## src/rtl/tpx3_tx_pkg.sv

```systemverilog
// Shared constants and types for the Timepix3 DataOut lane transmitter.
package tpx3_tx_pkg;

    localparam int unsigned SYMBOL_BITS = 10;

    // K28.5 comma, abcdei fghj with bit 'a' in the MSB
    localparam logic [SYMBOL_BITS-1:0] K28_5_RDN = 10'b0011111010;
    localparam logic [SYMBOL_BITS-1:0] K28_5_RDP = 10'b1100000101;

    typedef enum logic [1:0] {
        StSync,
        StIdle,
        StSend
    } tx_state_e;

endpackage

```

## src/rtl/enc_8b10b.sv

```systemverilog
// Combinational IBM 8b10b encoder; rd_in/rd_out: 0 = RD-, 1 = RD+. code[9] is bit 'a'.
module enc_8b10b (
    input  logic [7:0] data,
    input  logic       k,
    input  logic       rd_in,
    output logic [9:0] code,
    output logic       rd_out
);

    logic [4:0] x;
    logic [2:0] y;
    logic [5:0] six_n;
    logic [5:0] six;
    logic [3:0] four_n;
    logic [3:0] four;
    logic       unbal6;
    logic       unbal4;
    logic       rd_mid;
    logic       use_a7;

    assign x = data[4:0];
    assign y = data[7:5];

    always_comb begin
        unique case (x)
            5'd0:    six_n = 6'b100111;
            5'd1:    six_n = 6'b011101;
            5'd2:    six_n = 6'b101101;
            5'd3:    six_n = 6'b110001;
            5'd4:    six_n = 6'b110101;
            5'd5:    six_n = 6'b101001;
            5'd6:    six_n = 6'b011001;
            5'd7:    six_n = 6'b111000;
            5'd8:    six_n = 6'b111001;
            5'd9:    six_n = 6'b100101;
            5'd10:   six_n = 6'b010101;
            5'd11:   six_n = 6'b110100;
            5'd12:   six_n = 6'b001101;
            5'd13:   six_n = 6'b101100;
            5'd14:   six_n = 6'b011100;
            5'd15:   six_n = 6'b010111;
            5'd16:   six_n = 6'b011011;
            5'd17:   six_n = 6'b100011;
            5'd18:   six_n = 6'b010011;
            5'd19:   six_n = 6'b110010;
            5'd20:   six_n = 6'b001011;
            5'd21:   six_n = 6'b101010;
            5'd22:   six_n = 6'b011010;
            5'd23:   six_n = 6'b111010;
            5'd24:   six_n = 6'b110011;
            5'd25:   six_n = 6'b100110;
            5'd26:   six_n = 6'b010110;
            5'd27:   six_n = 6'b110110;
            5'd28:   six_n = 6'b001110;
            5'd29:   six_n = 6'b101110;
            5'd30:   six_n = 6'b011110;
            default: six_n = 6'b101011;
        endcase
        if (k && x == 5'd28) six_n = 6'b001111;
        unbal6 = ($countones(six_n) != 3);

        // D.7 is balanced but still has distinct RD- / RD+ forms
        if (x == 5'd7 && !k) begin
            six    = rd_in ? 6'b000111 : 6'b111000;
            rd_mid = rd_in;
        end else begin
            six    = (rd_in && unbal6) ? ~six_n : six_n;
            rd_mid = rd_in ^ unbal6;
        end

        use_a7 = k || (!rd_mid && (x == 5'd17 || x == 5'd18 || x == 5'd20))
                   || ( rd_mid && (x == 5'd11 || x == 5'd13 || x == 5'd14));

        unique case (y)
            3'd0:    four_n = 4'b1011;
            3'd1:    four_n = 4'b1001;
            3'd2:    four_n = 4'b0101;
            3'd3:    four_n = 4'b1100;
            3'd4:    four_n = 4'b1101;
            3'd5:    four_n = 4'b1010;
            3'd6:    four_n = 4'b0110;
            default: four_n = use_a7 ? 4'b0111 : 4'b1110;
        endcase
        unbal4 = ($countones(four_n) != 2);

        // K28.y flips its balanced fghj when the 6b block left RD negative
        if (y == 3'd3) begin
            four = rd_mid ? 4'b0011 : 4'b1100;
        end else if (unbal4) begin
            four = rd_mid ? ~four_n : four_n;
        end else begin
            four = (k && !rd_mid) ? ~four_n : four_n;
        end

        rd_out = rd_mid ^ unbal4;
        code   = {six, four};
    end

endmodule

```

## src/rtl/tpx3_dataout_tx.sv

```systemverilog
// Timepix3 DataOut lane transmitter: 48-bit packets -> 8b10b serial stream with K28.5 idle fill.
// Optional build macro TX_ERR_INJECT_EN adds ERR_INJECT/ERR_INJECTED for bit-'a' corruption.
module tpx3_dataout_tx
    import tpx3_tx_pkg::*;
#(
    parameter int unsigned N_BYTES   = 6,
    parameter int unsigned IDLE_MIN  = 16,
    parameter int unsigned CNT_WIDTH = 16
) (
    input  logic                   CLK,
    input  logic                   RST,
    input  logic [8*N_BYTES-1:0]   PKT_DATA,
    input  logic                   PKT_VALID,
    output logic                   PKT_READY,
    output logic                   SER_OUT,
    output logic                   SYMBOL_START,
    output logic                   SYNC_DONE,
    output logic [CNT_WIDTH-1:0]   PKT_CNT
`ifdef TX_ERR_INJECT_EN
    ,
    input  logic                   ERR_INJECT,
    output logic                   ERR_INJECTED
`endif
);

    localparam int unsigned IdxW = (N_BYTES > 1) ? $clog2(N_BYTES) : 1;
    localparam logic [IdxW-1:0] LastIdx = IdxW'(N_BYTES - 1);
    localparam logic [3:0] LastBit = 4'(SYMBOL_BITS - 1);

    tx_state_e              state_q, state_d;
    logic [3:0]             bit_cnt_q;
    logic [7:0]             idle_cnt_q, idle_cnt_d;
    logic [IdxW-1:0]        idx_q, idx_d, ld_idx;
    logic [8*N_BYTES-1:0]   pkt_q;
    logic                   pkt_full_q, pkt_full_d;
    logic                   rd_q, rd_next, enc_rd;
    logic [SYMBOL_BITS-1:0] sr_q, sym_code, sym_tx, enc_code;
    logic                   sym_start_q;
    logic                   sync_done_q, sync_done_d;
    logic [CNT_WIDTH-1:0]   cnt_q, cnt_d;
    logic                   boundary, send_byte, capture;
    logic [7:0]             cur_byte;

    assign boundary  = (bit_cnt_q == LastBit);
    assign PKT_READY = !pkt_full_q && !RST;
    assign capture   = PKT_VALID && PKT_READY;
    assign cur_byte  = pkt_q[8*ld_idx +: 8];

    enc_8b10b u_enc (
        .data   (cur_byte),
        .k      (1'b0),
        .rd_in  (rd_q),
        .code   (enc_code),
        .rd_out (enc_rd)
    );

    // Commas come straight from the constants; K28.5 is unbalanced so RD always flips
    assign sym_code = send_byte ? enc_code : (rd_q ? K28_5_RDP : K28_5_RDN);
    assign rd_next  = send_byte ? enc_rd : !rd_q;

    always_comb begin
        state_d     = state_q;
        idle_cnt_d  = idle_cnt_q;
        idx_d       = idx_q;
        pkt_full_d  = pkt_full_q;
        cnt_d       = cnt_q;
        sync_done_d = sync_done_q;
        send_byte   = 1'b0;
        ld_idx      = LastIdx;

        if (boundary) begin
            unique case (state_q)
                StSync: begin
                    idle_cnt_d = idle_cnt_q + 8'd1;
                    if (idle_cnt_q == 8'(IDLE_MIN - 1)) begin
                        sync_done_d = 1'b1;
                        state_d     = StIdle;
                    end
                end
                StIdle: send_byte = pkt_full_q;
                StSend: begin
                    send_byte = 1'b1;
                    ld_idx    = idx_q;
                end
                default: state_d = StSync;
            endcase

            if (send_byte) begin
                if (ld_idx == '0) begin
                    pkt_full_d = 1'b0;
                    cnt_d      = cnt_q + CNT_WIDTH'(1);
                    state_d    = StIdle;
                end else begin
                    idx_d   = ld_idx - IdxW'(1);
                    state_d = StSend;
                end
            end
        end

        if (capture) pkt_full_d = 1'b1;
    end

`ifdef TX_ERR_INJECT_EN
    logic inj_prev_q, inj_armed_q, inj_pulse_q;

    always_ff @(posedge CLK) begin
        if (RST) begin
            inj_prev_q  <= 1'b0;
            inj_armed_q <= 1'b0;
            inj_pulse_q <= 1'b0;
        end else begin
            inj_prev_q  <= ERR_INJECT;
            inj_pulse_q <= boundary && inj_armed_q;
            if (boundary) inj_armed_q <= 1'b0;
            if (ERR_INJECT && !inj_prev_q) inj_armed_q <= 1'b1;
        end
    end

    // RD tracking stays on the clean code; only the line sees the flipped bit
    assign sym_tx       = sym_code ^ {inj_armed_q, {(SYMBOL_BITS-1){1'b0}}};
    assign ERR_INJECTED = inj_pulse_q;
`else
    assign sym_tx = sym_code;
`endif

    always_ff @(posedge CLK) begin
        if (RST) begin
            state_q     <= StSync;
            bit_cnt_q   <= LastBit;
            idle_cnt_q  <= '0;
            idx_q       <= '0;
            pkt_full_q  <= 1'b0;
            rd_q        <= 1'b0;
            sr_q        <= '0;
            sym_start_q <= 1'b0;
            sync_done_q <= 1'b0;
            cnt_q       <= '0;
        end else begin
            state_q     <= state_d;
            bit_cnt_q   <= boundary ? 4'd0 : bit_cnt_q + 4'd1;
            idle_cnt_q  <= idle_cnt_d;
            idx_q       <= idx_d;
            pkt_full_q  <= pkt_full_d;
            sym_start_q <= boundary;
            sync_done_q <= sync_done_d;
            cnt_q       <= cnt_d;
            if (boundary) begin
                sr_q <= sym_tx;
                rd_q <= rd_next;
            end else begin
                sr_q <= {sr_q[SYMBOL_BITS-2:0], 1'b0};
            end
        end
    end

    always_ff @(posedge CLK) begin
        if (capture) pkt_q <= PKT_DATA;
    end

    assign SER_OUT      = sr_q[SYMBOL_BITS-1];
    assign SYMBOL_START = sym_start_q;
    assign SYNC_DONE    = sync_done_q;
    assign PKT_CNT      = cnt_q;

endmodule

```

## config.mk

```make
export PLATFORM = sky130hd
export DESIGN_NAME = tpx3_dataout_tx
export DESIGN_NICKNAME = d
export VERILOG_FILES = /design/src/rtl/tpx3_tx_pkg.sv /design/src/rtl/enc_8b10b.sv /design/src/rtl/tpx3_dataout_tx.sv
export SDC_FILE = /design/constraint.sdc
export NUM_CORES = 1
export LEC_CHECK = 0
export ABC_CLOCK_PERIOD_IN_PS = 9500
export BUFFER_PORTS_ARGS = -buffer_cell sky130_fd_sc_hd__buf_2
export CORE_ASPECT_RATIO = 0.8
export CORE_MARGIN = 4
export CORE_UTILIZATION = 55
export DETAILED_ROUTE_END_ITERATION = 10
export GPL_TIMING_DRIVEN = 0
export PLACE_DENSITY = 0.76
export SYNTH_ARGS = -nofsm -noshare
export SYNTH_HDL_FRONTEND = slang
export SYNTH_SLANG_ARGS = --single-unit
```

## constraint.sdc

```tcl
create_clock -name CLK -period 9.5 [get_ports CLK]
set_input_delay 0.475 -clock CLK [delete_from_list [all_inputs] [get_ports CLK]]
set_output_delay 0.475 -clock CLK [all_outputs]
set_load 0.01 [all_outputs]
```

==> results of run 1 <==
power by group:
group / internal [µW] / switching, µW
Combinational: 82.7 / 122
Clock: 235 / 160
Sequential: 461 / 14.3
Total: 778 / 297
worst max-delay path: cells and delay by family (launching register included):
family	cells	cell delay [ns]
XOR/XNOR	1	0.20
multiplexers	3	1.01
flip-flops	1	0.40
AO/OA/AOI/OAI	8	2.06
AND/OR/NAND/NOR	4	0.67
adder cells (fa/ha/maj)	9	2.69
buffers and inverters	4	0.56
cell type report:
class / count / area, µm²
plain buffers: 26 / 155.1
clock buffers: 10 / 229.0
clock inverters: 6 / 101.3
fillers: 675 / 2829
inverters: 11 / 43.79
multi-input cells: 355 / 2425
flip-flops and latches: 95 / 2382
well taps: 112 / 140.1
repair buffers: 70 / 365.4
layout by cell type, fill, tap and decap left out, drive strengths merged, types with 8 or more instances in the layout:
master and count:
nand3 18, o21ai 29, edfxtp 48, xnor2 16
or3 8, dfxtp 47, ha 19, xor2 13
clkbuf 22, nor3 14, nand2 47, nor2 47
inv 13, buf 84, a211oi 8, and3 11
mux2i 14, a21oi 24
cells by family after synthesis:
group	share of synthesized area (%)
compound gates	17.18
xor+xnor	5.075
fa+ha+maj	6.150
buf+inv	3.975
flops	47.60
mux	3.350
simple gates	16.68
per-stage QoR:
step           worst slack, ns  area, µm²  total power [µW]
2_1_floorplan            2.915       5005             629.5
4_1_cts                  1.883       5842              1076
3_5_place_dp             1.968       5512             684.4
6_report                 1.800       5842              1075
5_1_grt                  1.355       5842              1120
3_3_place_gp             2.129       5490             674.7
per-layer routing:
layer,up-vias,wire [µm]
li1,1965,-
met1,1946,5093
met2,142,5526
met3,17,743
met4,0,143
met5,-,0
sequential cells by signal, indices dropped and copies added (netlist names):
name	count
PKT_CNT	16
SYMBOL_START	1
SYNC_DONE	1
bit_cnt_q	4
idle_cnt_q	8
idx_q	3
pkt_full_q	1
pkt_q	48
rd_q	1
sr_q	10
state_q	2
worst paths after layout:
kind	start	endpoint	slack [ns]	depth (start not counted)
max	bit_cnt_q[0]$_SDFF_PP1_	sr_q[1]$_SDFF_PP0_	1.80	29
min	PKT_DATA[3]	pkt_q[3]$_DFFE_PP_	0.30	1
max reg2reg	bit_cnt_q[0]$_SDFF_PP1_	sr_q[1]$_SDFF_PP0_	1.80	29
min reg2reg	sr_q[1]$_SDFF_PP0_	sr_q[2]$_SDFF_PP0_	0.44	1
==> qor.yml, run 1 <==
outcome:
  outcome: "completed"
power_and_ir_drop:
  cellPowerDensity_nw_per_um2: 184.0
  peakVddDrop_uv: 90.84
  p_leak_uw: 0.002257
yosys:
  yosys.area.top_type_share_pct: 28.80
  synth_fp_nets: 560
  syn_inst: 487
  yosysTopAreaCell: "edfxtp_1"
  synth-seq-cells: 95
  yosysSeqAreaShare_pct: 47.60
  synth.avg_cell_area_um2: 10.28
  synthTopCellsByCount: "edfxtp_1 (48), dfxtp_1 (47), nand2_1 (45), nor2_1 (45), o21ai_0 (24)"
  yosysMostFrequentCell: "edfxtp_1"
  synth_area_leaders: "edfxtp_1 (29%), dfxtp_1 (19%), ha_1 (4.8%)"
  yosysWarnings: 0
  yosys_most_used_dff: "edfxtp_1"
  ys_types: 73
  syn_area_um2: 5005
  synth-async-reset-ratio_pct: 0
  synth_edf_count: 48
clocking:
  h-tree-depth: 3
  cts.repair.resized: 0
  numCtsBuffers: 9
  post-cts-setup-buffers: 0
  path_clk_slew_ns: 0.07
  cts_hold_buf: 0
  cts_sinks: 95
  clock_tree.root_cell: "clkbuf_16"
  clk_latency_ns: 0.34
  clockBufferDepth: 2
  tritoncts: "yes"
routing:
  drt_iter0_drc: 311
  vias_per_cell: 5.942
  wl_per_cell_um: 16.80
  drcViolationCount: 0
  firstDrtPassIters: 5
  wl_mm: 11.51
  drtAntennaViolNets: 0
  vias: 4070
floorplanning:
  dieArea_um2: 10700
  die_y_um: 93.32
  pin_count: 71
  coreArea_um2: 8671
  die_w_um: 114.7
  initial_core_util_pct: 57.72
  rows: 30
global_route:
  antenna_found_initial: 0
  grt_max_degree: 34
  grt_use_total_pct: 22.02
  grt_pass1_wl_mm: 18.83
  grt_busiest_layer: "met2"
  grt_overflow_total: 0
  globalRouteMet3Util_pct: 5.433
  use_met1_pct: 29.41
  grt_util_met2_pct: 35.95
  grt_pass1_vias: 3946
placed_design:
  dp_cells: 669
  post-dp-hpwl_mm: 8.463
  place_congestion: 0.8914
  portBuffers: 69
timing:
  clock_skew_ns: 0.009891
  drv_slew: 0
  period_minus_slack_ns: 7.700
  setup_tns_ns: 0
  period_share_pct: 81.05
  rsz0062_at_grt: "no"
  setup_violations: 0
  hold_violations: 0
  slew_headroom_pct: 40.33
  worst_pin_slew_ns: 0.8916
  max_freq_mhz: 129.9
  holdWs_ns: 0.3015
worst_hold_path:
  hold_path_class: "input pin to flip-flop"
cells_and_area:
  synthToLayoutAreaGrowth_pct: 16.72
  layout.cells.non_filler: 685
  nets: 641
  drive_gt1_share_pct: 21.29
  utilization_pct: 67.37
  diodes: 0
worst_setup_path:
  worst_path_most_repeated_cell: "ha_1"
  cpPeakStageDelay_ns: 0.51
  crit_arrival_ns: 7.94
  crit_path_end_kind: "flip-flop"
  critPathMaxFanout: 10
  slowest_stage: "a222oi_1"
  critPathKind: "flip-flop to flip-flop"
  required_ns: 9.74
  worst_setup_path_start_kind: "flip-flop"
flow_run:
  drv_cap: 0
(Power assumes the default switching activity.)
==> run 2, diff against run 1 <==
--- a/config.mk
+++ b/config.mk
@@ -5,7 +5,8 @@
 export SDC_FILE = /design/constraint.sdc
 export NUM_CORES = 1
 export LEC_CHECK = 0
-export ABC_CLOCK_PERIOD_IN_PS = 9500
+export ABC_AREA = 1
+export ABC_CLOCK_PERIOD_IN_PS = 7800
 export BUFFER_PORTS_ARGS = -buffer_cell sky130_fd_sc_hd__buf_2
 export CORE_ASPECT_RATIO = 0.8
 export CORE_MARGIN = 4
==> constraint.sdc (replaced) <==
create_clock -name CLK -period 7.8 [get_ports CLK]
set_input_delay 0.39 -clock CLK [delete_from_list [all_inputs] [get_ports CLK]]
set_output_delay 0.39 -clock CLK [all_outputs]
set_load 0.01 [all_outputs]
==> run 2 against run 1 <==
Against the previous run:
- flip-flop and latch count is the same
- fmax grew 21%
- cell count grew 16%
- critical endpoint unchanged
==> qor.yml, run 2 <==
cells_and_area:
  diodes: 0  # unchanged
  nets: 751  # was 641
  final_cell_mix: "nand2_1 (150), inv_1 (72), buf_2 (70)"  # was buf_2 (73), edfxtp_1 (48), dfxtp_1 (47)
  seqCellArea_um2: 2382  # unchanged
  multiInputGateArea_um2: 2216  # was 2425 µm²
  largest_register: "pkt_q"  # unchanged
  layout.cells.non_filler: 795  # was 685
  fillers: 736  # was 675
  largest_register_ffs: 48  # unchanged
  synthToLayoutAreaGrowth_pct: 16.05  # was 16.72%
  drive_gt1_share_pct: 19.33  # was 21.29%
  layout.cells.most_common: "nand2_1"  # was buf_2
  utilization_pct: 66.78  # was 67.37%
placed_design:
  dp_cells: 779  # was 669
  portBuffers: 69  # unchanged
  place_congestion: 0.8787  # was 0.8914
  post-dp-hpwl_mm: 8.129  # was 8.463 mm
routing:
  firstDrtPassIters: 4  # was 5
  wl_mm: 10.77  # was 11.51 mm
  drcViolationCount: 0  # unchanged
  wl_per_cell_um: 13.54  # was 16.80 µm
  vias_per_cell: 5.224  # was 5.942
  vias: 4153  # was 4070
  drtAntennaViolNets: 0  # unchanged
  drt_iter0_drc: 175  # was 311
power_and_ir_drop:
  p_leak_uw: 0.002640  # was 0.002257 µW
  p_total_uw: 1268  # was 1075 µW
  peakVddDrop_uv: 173.0  # was 90.84 µV
  cellPowerDensity_nw_per_um2: 219.0  # was 184.0 nW/µm²
floorplanning:
  die_y_um: 93.20  # was 93.32 µm
  rows: 30  # unchanged
  initial_core_util_pct: 57.55  # was 57.72%
  dieArea_um2: 10670  # was 10700 µm²
  pin_count: 71  # unchanged
  die_w_um: 114.5  # was 114.7 µm
  coreArea_um2: 8671  # unchanged
timing:
  setup_tns_ns: 0  # unchanged
  max_freq_mhz: 156.6  # was 129.9 MHz
  setup_violations: 0  # unchanged
  rsz0062_at_grt: "no"  # unchanged
  holdWs_ns: 0.2126  # was 0.3015 ns
  period_minus_slack_ns: 6.384  # was 7.700 ns
  slew_headroom_pct: 36.02  # was 40.33%
  clock_skew_ns: 0.008158  # was 0.009891 ns
  hold_violations: 0  # unchanged
  worst_pin_slew_ns: 0.9583  # was 0.8916 ns
  drv_slew: 0  # unchanged
  period_share_pct: 81.85  # was 81.05%
yosys:
  synth_area_leaders: "edfxtp_1 (29%), dfxtp_1 (19%), nand2_1 (11%)"  # was edfxtp_1 (29%), dfxtp_1 (19%), ha_1 (4.8%)
  yosysWarnings: 0  # unchanged
  yosysTopAreaCell: "edfxtp_1"  # unchanged
  syn_inst: 598  # was 487
  ys_types: 46  # was 73
  syn_area_um2: 4990  # was 5005 µm²
  yosys.area.top_type_share_pct: 28.89  # was 28.80%
  yosysMostFrequentCell: "nand2_1"  # was edfxtp_1
  yosys_most_used_dff: "edfxtp_1"  # unchanged
  synth_edf_count: 48  # unchanged
  synth.avg_cell_area_um2: 8.344  # was 10.28 µm²
  synth-seq-cells: 95  # unchanged
  yosysSeqAreaShare_pct: 47.74  # was 47.60%
  synth_fp_nets: 671  # was 560
  synth-async-reset-ratio_pct: 0  # unchanged
  synthTopCellsByCount: "nand2_1 (150), inv_1 (73), edfxtp_1 (48), nor2_1 (48), dfxtp_1 (47)"  # was edfxtp_1 (48), dfxtp_1 (47), nand2_1 (45), nor2_1 (45), o21ai_0 (24)
clocking:
  clk_latency_ns: 0.35  # was 0.34 ns
  path_clk_slew_ns: 0.07  # about the same
  clockBufferDepth: 2  # unchanged
  cts_sinks: 95  # unchanged
  h-tree-depth: 3  # unchanged
  cts_hold_buf: 0  # unchanged
  numCtsBuffers: 9  # unchanged
  cts.repair.resized: 0  # unchanged
  clock_tree.root_cell: "clkbuf_16"  # unchanged
  tritoncts: "yes"  # unchanged
  post-cts-setup-buffers: 0  # unchanged
global_route:
  grt_pass1_wl_mm: 18.42  # was 18.83 mm
  grt_overflow_total: 0  # unchanged
  antenna_found_initial: 0  # unchanged
  grt_use_total_pct: 21.37  # was 22.02%
  grt_pass1_vias: 4067  # was 3946
  grt_max_degree: 49  # was 34
worst_setup_path:
  required_ns: 8.04  # was 9.74 ns
  crit_path_end_kind: "flip-flop"  # unchanged
  slowest_stage: "fa_1"  # was a222oi_1
  cpPeakStageDelay_ns: 0.47  # was 0.51 ns
  crit_arrival_ns: 6.63  # was 7.94 ns
  worst_setup_path_start_kind: "flip-flop"  # unchanged
  critPathKind: "flip-flop to flip-flop"  # unchanged
  worst_path_most_repeated_cell: "nand2_1"  # was ha_1
  critPathMaxFanout: 10  # unchanged
worst_hold_path:
  hold_path_class: "input pin to flip-flop"  # unchanged
outcome:
  outcome: "completed"  # unchanged
flow_run:
  drv_cap: 0  # unchanged
[run 2: stage by stage]
step	worst slack (ns)	instance area [µm²]
2_1_floorplan	2.194	4990
3_3_place_gp	1.624	5475
3_5_place_dp	1.490	5475
4_1_cts	1.428	5791
5_1_grt	0.8937	5791
6_report	1.416	5791
[run 2: worst paths after layout]
kind	from	to	slack [ns]	depth (start not counted)
max reg2reg	state_q[0]$_SDFFE_PP0P_	sr_q[1]$_SDFF_PP0_	1.42	41
min	PKT_DATA[11]	pkt_q[11]$_DFFE_PP_	0.21	1
max	state_q[0]$_SDFFE_PP0P_	sr_q[1]$_SDFF_PP0_	1.42	41
min reg2reg	sr_q[4]$_SDFF_PP0_	sr_q[5]$_SDFF_PP0_	0.43	1
[run 2: area by class of cell]
cell class / instances / area share, %
tap: 112 / 2.420
inverter: 80 / 5.186
timing repair buffer: 69 / 5.964
clock inverter: 7 / 1.556
multi-input combinational: 411 / 38.27
clock buffer: 9 / 3.889
buffer: 12 / 1.577
sequential: 95 / 41.14
[run 2: critical path: cells and delay by family, from the launching register on]
kind | cells | cell delay, ns
DFF | 1 | 0.36
adders and majority gates | 9 | 2.58
AOI/OAI and AO/OA | 3 | 0.38
buffers and inverters | 8 | 0.70
and+or+nand+nor | 21 | 2.27
[run 2: cell families after synthesis]
| kind of cell | synth area share, % |
|---|---|
| simple gates | 27.73 |
| flops | 47.74 |
| buf+inv | 7.848 |
| compound gates | 9.830 |
| fa+ha+maj | 5.968 |
| xor+xnor | 0.8778 |
[run 2: power by group]
group / internal, µW / switching (µW)
Clock: 256 / 202
Sequential: 564 / 15.2
Combinational: 83.3 / 148
Total: 903 / 365
[run 2: layer usage]
metal / track usage (%) / share of wire [%] / vias to the layer above
met5: 0 / 0 / -
met4: 5.440 / 1.2 / 0
met3: 4.916 / 4.6 / 14
met2: 35.42 / 48 / 88
met1: 28.32 / 46 / 1920
li1: - / - / 2131
==> run 3, diff against run 2 <==
--- a/config.mk
+++ b/config.mk
@@ -6,7 +6,7 @@
 export NUM_CORES = 1
 export LEC_CHECK = 0
 export ABC_AREA = 1
-export ABC_CLOCK_PERIOD_IN_PS = 7800
+export ABC_CLOCK_PERIOD_IN_PS = 6370
 export BUFFER_PORTS_ARGS = -buffer_cell sky130_fd_sc_hd__buf_2
 export CORE_ASPECT_RATIO = 0.8
 export CORE_MARGIN = 4
==> constraint.sdc (replaced) <==
create_clock -name CLK -period 6.37 [get_ports CLK]
set_input_delay 0.3185 -clock CLK [delete_from_list [all_inputs] [get_ports CLK]]
set_output_delay 0.3185 -clock CLK [all_outputs]
set_load 0.01 [all_outputs]
==> run 3 against run 2 <==
Against the previous run:
- design area up 3.9%
- largest power group unchanged
- critical path depth is 1 lower
- non-clock buffer count grew 10
- sequential share of layout area shrank 1.5 points
- sequential power is 23% higher
- flip-flop and latch count stayed put
- first-iteration DRC count is 9.7% lower
- die area did not move
- via count increased by 2.6%
==> qor.yml, run 3 (same netlist as run 2, synthesis figures left out) <==
timing:
  slew_headroom_pct: 36.15  # was 36.02%
  period_share_pct: 94.89  # was 81.85%
  worst_pin_slew_ns: 0.9564  # was 0.9583 ns
  hold_violations: 0  # unchanged
  max_freq_mhz: 165.4  # was 156.6 MHz
  setup_violations: 0  # unchanged
  setup_tns_ns: 0  # unchanged
  drv_slew: 0  # unchanged
  period_minus_slack_ns: 6.044  # was 6.384 ns
  clock_skew_ns: 0.008179  # was 0.008158 ns
clocking:
  clockBufferDepth: 2  # unchanged
  path_clk_slew_ns: 0.07  # about the same
  h-tree-depth: 3  # unchanged
  cts_hold_buf: 0  # unchanged
  numCtsBuffers: 9  # unchanged
  cts_sinks: 95  # unchanged
  tritoncts: "yes"  # unchanged
  clock_tree.root_cell: "clkbuf_16"  # unchanged
  clk_latency_ns: 0.35  # about the same
worst_setup_path:
  required_ns: 6.62  # was 8.04 ns
  critPathKind: "flip-flop to flip-flop"  # unchanged
  cpPeakStageDelay_ns: 0.47  # about the same
  crit_path_end_kind: "flip-flop"  # unchanged
  slowest_stage: "fa_1"  # unchanged
  worst_setup_path_start_kind: "flip-flop"  # unchanged
  crit_arrival_ns: 6.29  # was 6.63 ns
  worst_path_most_repeated_cell: "nand2_2"  # was nand2_1
  critPathMaxFanout: 10  # unchanged
outcome:
  outcome: "completed"  # unchanged
cells_and_area:
  largest_register_ffs: 48  # unchanged
  layout.cells.most_common: "nand2_1"  # unchanged
  synthToLayoutAreaGrowth_pct: 20.54  # was 16.05%
  drive_gt1_share_pct: 24.24  # was 19.33%
  utilization_pct: 69.37  # was 66.78%
  final_cell_mix: "nand2_1 (142), inv_1 (70), buf_2 (69)"  # was nand2_1 (150), inv_1 (72), buf_2 (70)
  nets: 761  # was 751
  largest_register: "pkt_q"  # unchanged
  diodes: 0  # unchanged
flow_run:
  drv_cap: 0  # unchanged
global_route:
  grt_use_total_pct: 21.37  # unchanged
  antenna_found_initial: 0  # unchanged
  grt_pass1_wl_mm: 18.42  # unchanged
  use_met1_pct: 28.32  # unchanged
  grt_max_degree: 49  # unchanged
  grt_overflow_total: 0  # unchanged
  grt_pass1_vias: 4067  # unchanged
  grt_util_met2_pct: 35.42  # unchanged
  grt_busiest_layer: "met2"  # unchanged
  globalRouteMet3Util_pct: 4.916  # unchanged
routing:
  vias: 4260  # was 4153
  firstDrtPassIters: 4  # unchanged
  drtAntennaViolNets: 0  # unchanged
  wl_mm: 11.07  # was 10.77 mm
  drcViolationCount: 0  # unchanged
  wl_per_cell_um: 13.75  # was 13.54 µm
  vias_per_cell: 5.292  # was 5.224
  drt_iter0_drc: 158  # was 175
floorplanning:
  coreArea_um2: 8671  # unchanged
  pin_count: 71  # unchanged
  die_y_um: 93.20  # unchanged
  die_w_um: 114.5  # unchanged
  initial_core_util_pct: 57.55  # unchanged
  dieArea_um2: 10670  # unchanged
  rows: 30  # unchanged
power_and_ir_drop:
  peakVddDrop_uv: 211.2  # was 173.0 µV
  cellPowerDensity_nw_per_um2: 264.7  # was 219.0 nW/µm²
  p_leak_uw: 0.002729  # was 0.002640 µW
placed_design:
  post-dp-hpwl_mm: 8.129  # unchanged
  place_congestion: 0.8787  # unchanged
  portBuffers: 69  # unchanged
worst_hold_path:
  hold_path_class: "input pin to flip-flop"  # unchanged
## run 3: worst paths after layout
kind                              end  depth (start not counted)  slack, ns                     from
hold reg to reg    sr_q[6]$_SDFF_PP0_                          2       0.43       sr_q[5]$_SDFF_PP0_
setup / recovery   sr_q[1]$_SDFF_PP0_                         40       0.33  bit_cnt_q[1]$_SDFF_PP0_
setup reg to reg   sr_q[1]$_SDFF_PP0_                         40       0.33  bit_cnt_q[1]$_SDFF_PP0_
hold / removal    pkt_q[19]$_DFFE_PP_                          1       0.14             PKT_DATA[19]
## run 3: repair_timing
action                                  CTS  global route
pin swaps                                 0            13
setup buffers                             0            10
endpoints found under the setup margin    1             5
resized for setup                         1            39
## run 3: power breakdown
| group | internal (µW) | switching [µW] |
|---|---|---|
| Sequential | 691 | 20.3 |
| Clock | 313 | 250 |
| Combinational | 123 | 195 |
| Total | 1130 | 465 |
## run 3: critical path: cells and delay by family (launching register included)
family | cells | cell delay, ns
buffers and inverters | 6 | 0.55
adder cells (fa/ha/maj) | 9 | 2.54
flip-flops | 1 | 0.33
AO/OA/AOI/OAI | 3 | 0.32
AND/OR/NAND/NOR | 22 | 2.18
## run 3: per-layer routing
metal | vias to the layer above | share of wire (%)
li1 | 2154 | -
met1 | 1970 | 45
met2 | 116 | 48
met3 | 20 | 4.9
met4 | 0 | 1.4
met5 | - | 0
## run 3: layout make-up
type,count,area [µm²]
Timing Repair Buffer,79,420.4
Buffer,12,105.1
Multi-Input combinational cell,411,2350
Fill cell,697,2656
Inverter,80,300.3
Clock inverter,7,90.09
Tap cell,112,140.1
Clock buffer,9,225.2
Sequential cell,95,2384
## run 3: per-stage QoR
step                instance area [µm²]  cells  hold slack, ns  worst slack [ns]  power, µW
finish                             6015    805          0.1356            0.3256       1592
global route                       6015    805          0.1231          -0.04214       1676
CTS                                5793    795          0.1303           0.05800       1561
detailed placement                 5475    779          0.4171           0.05993       1005
global placement                   5475    779          0.4086            0.1942      993.0
floorplan                          4990    598          0.4030            0.7645      931.4
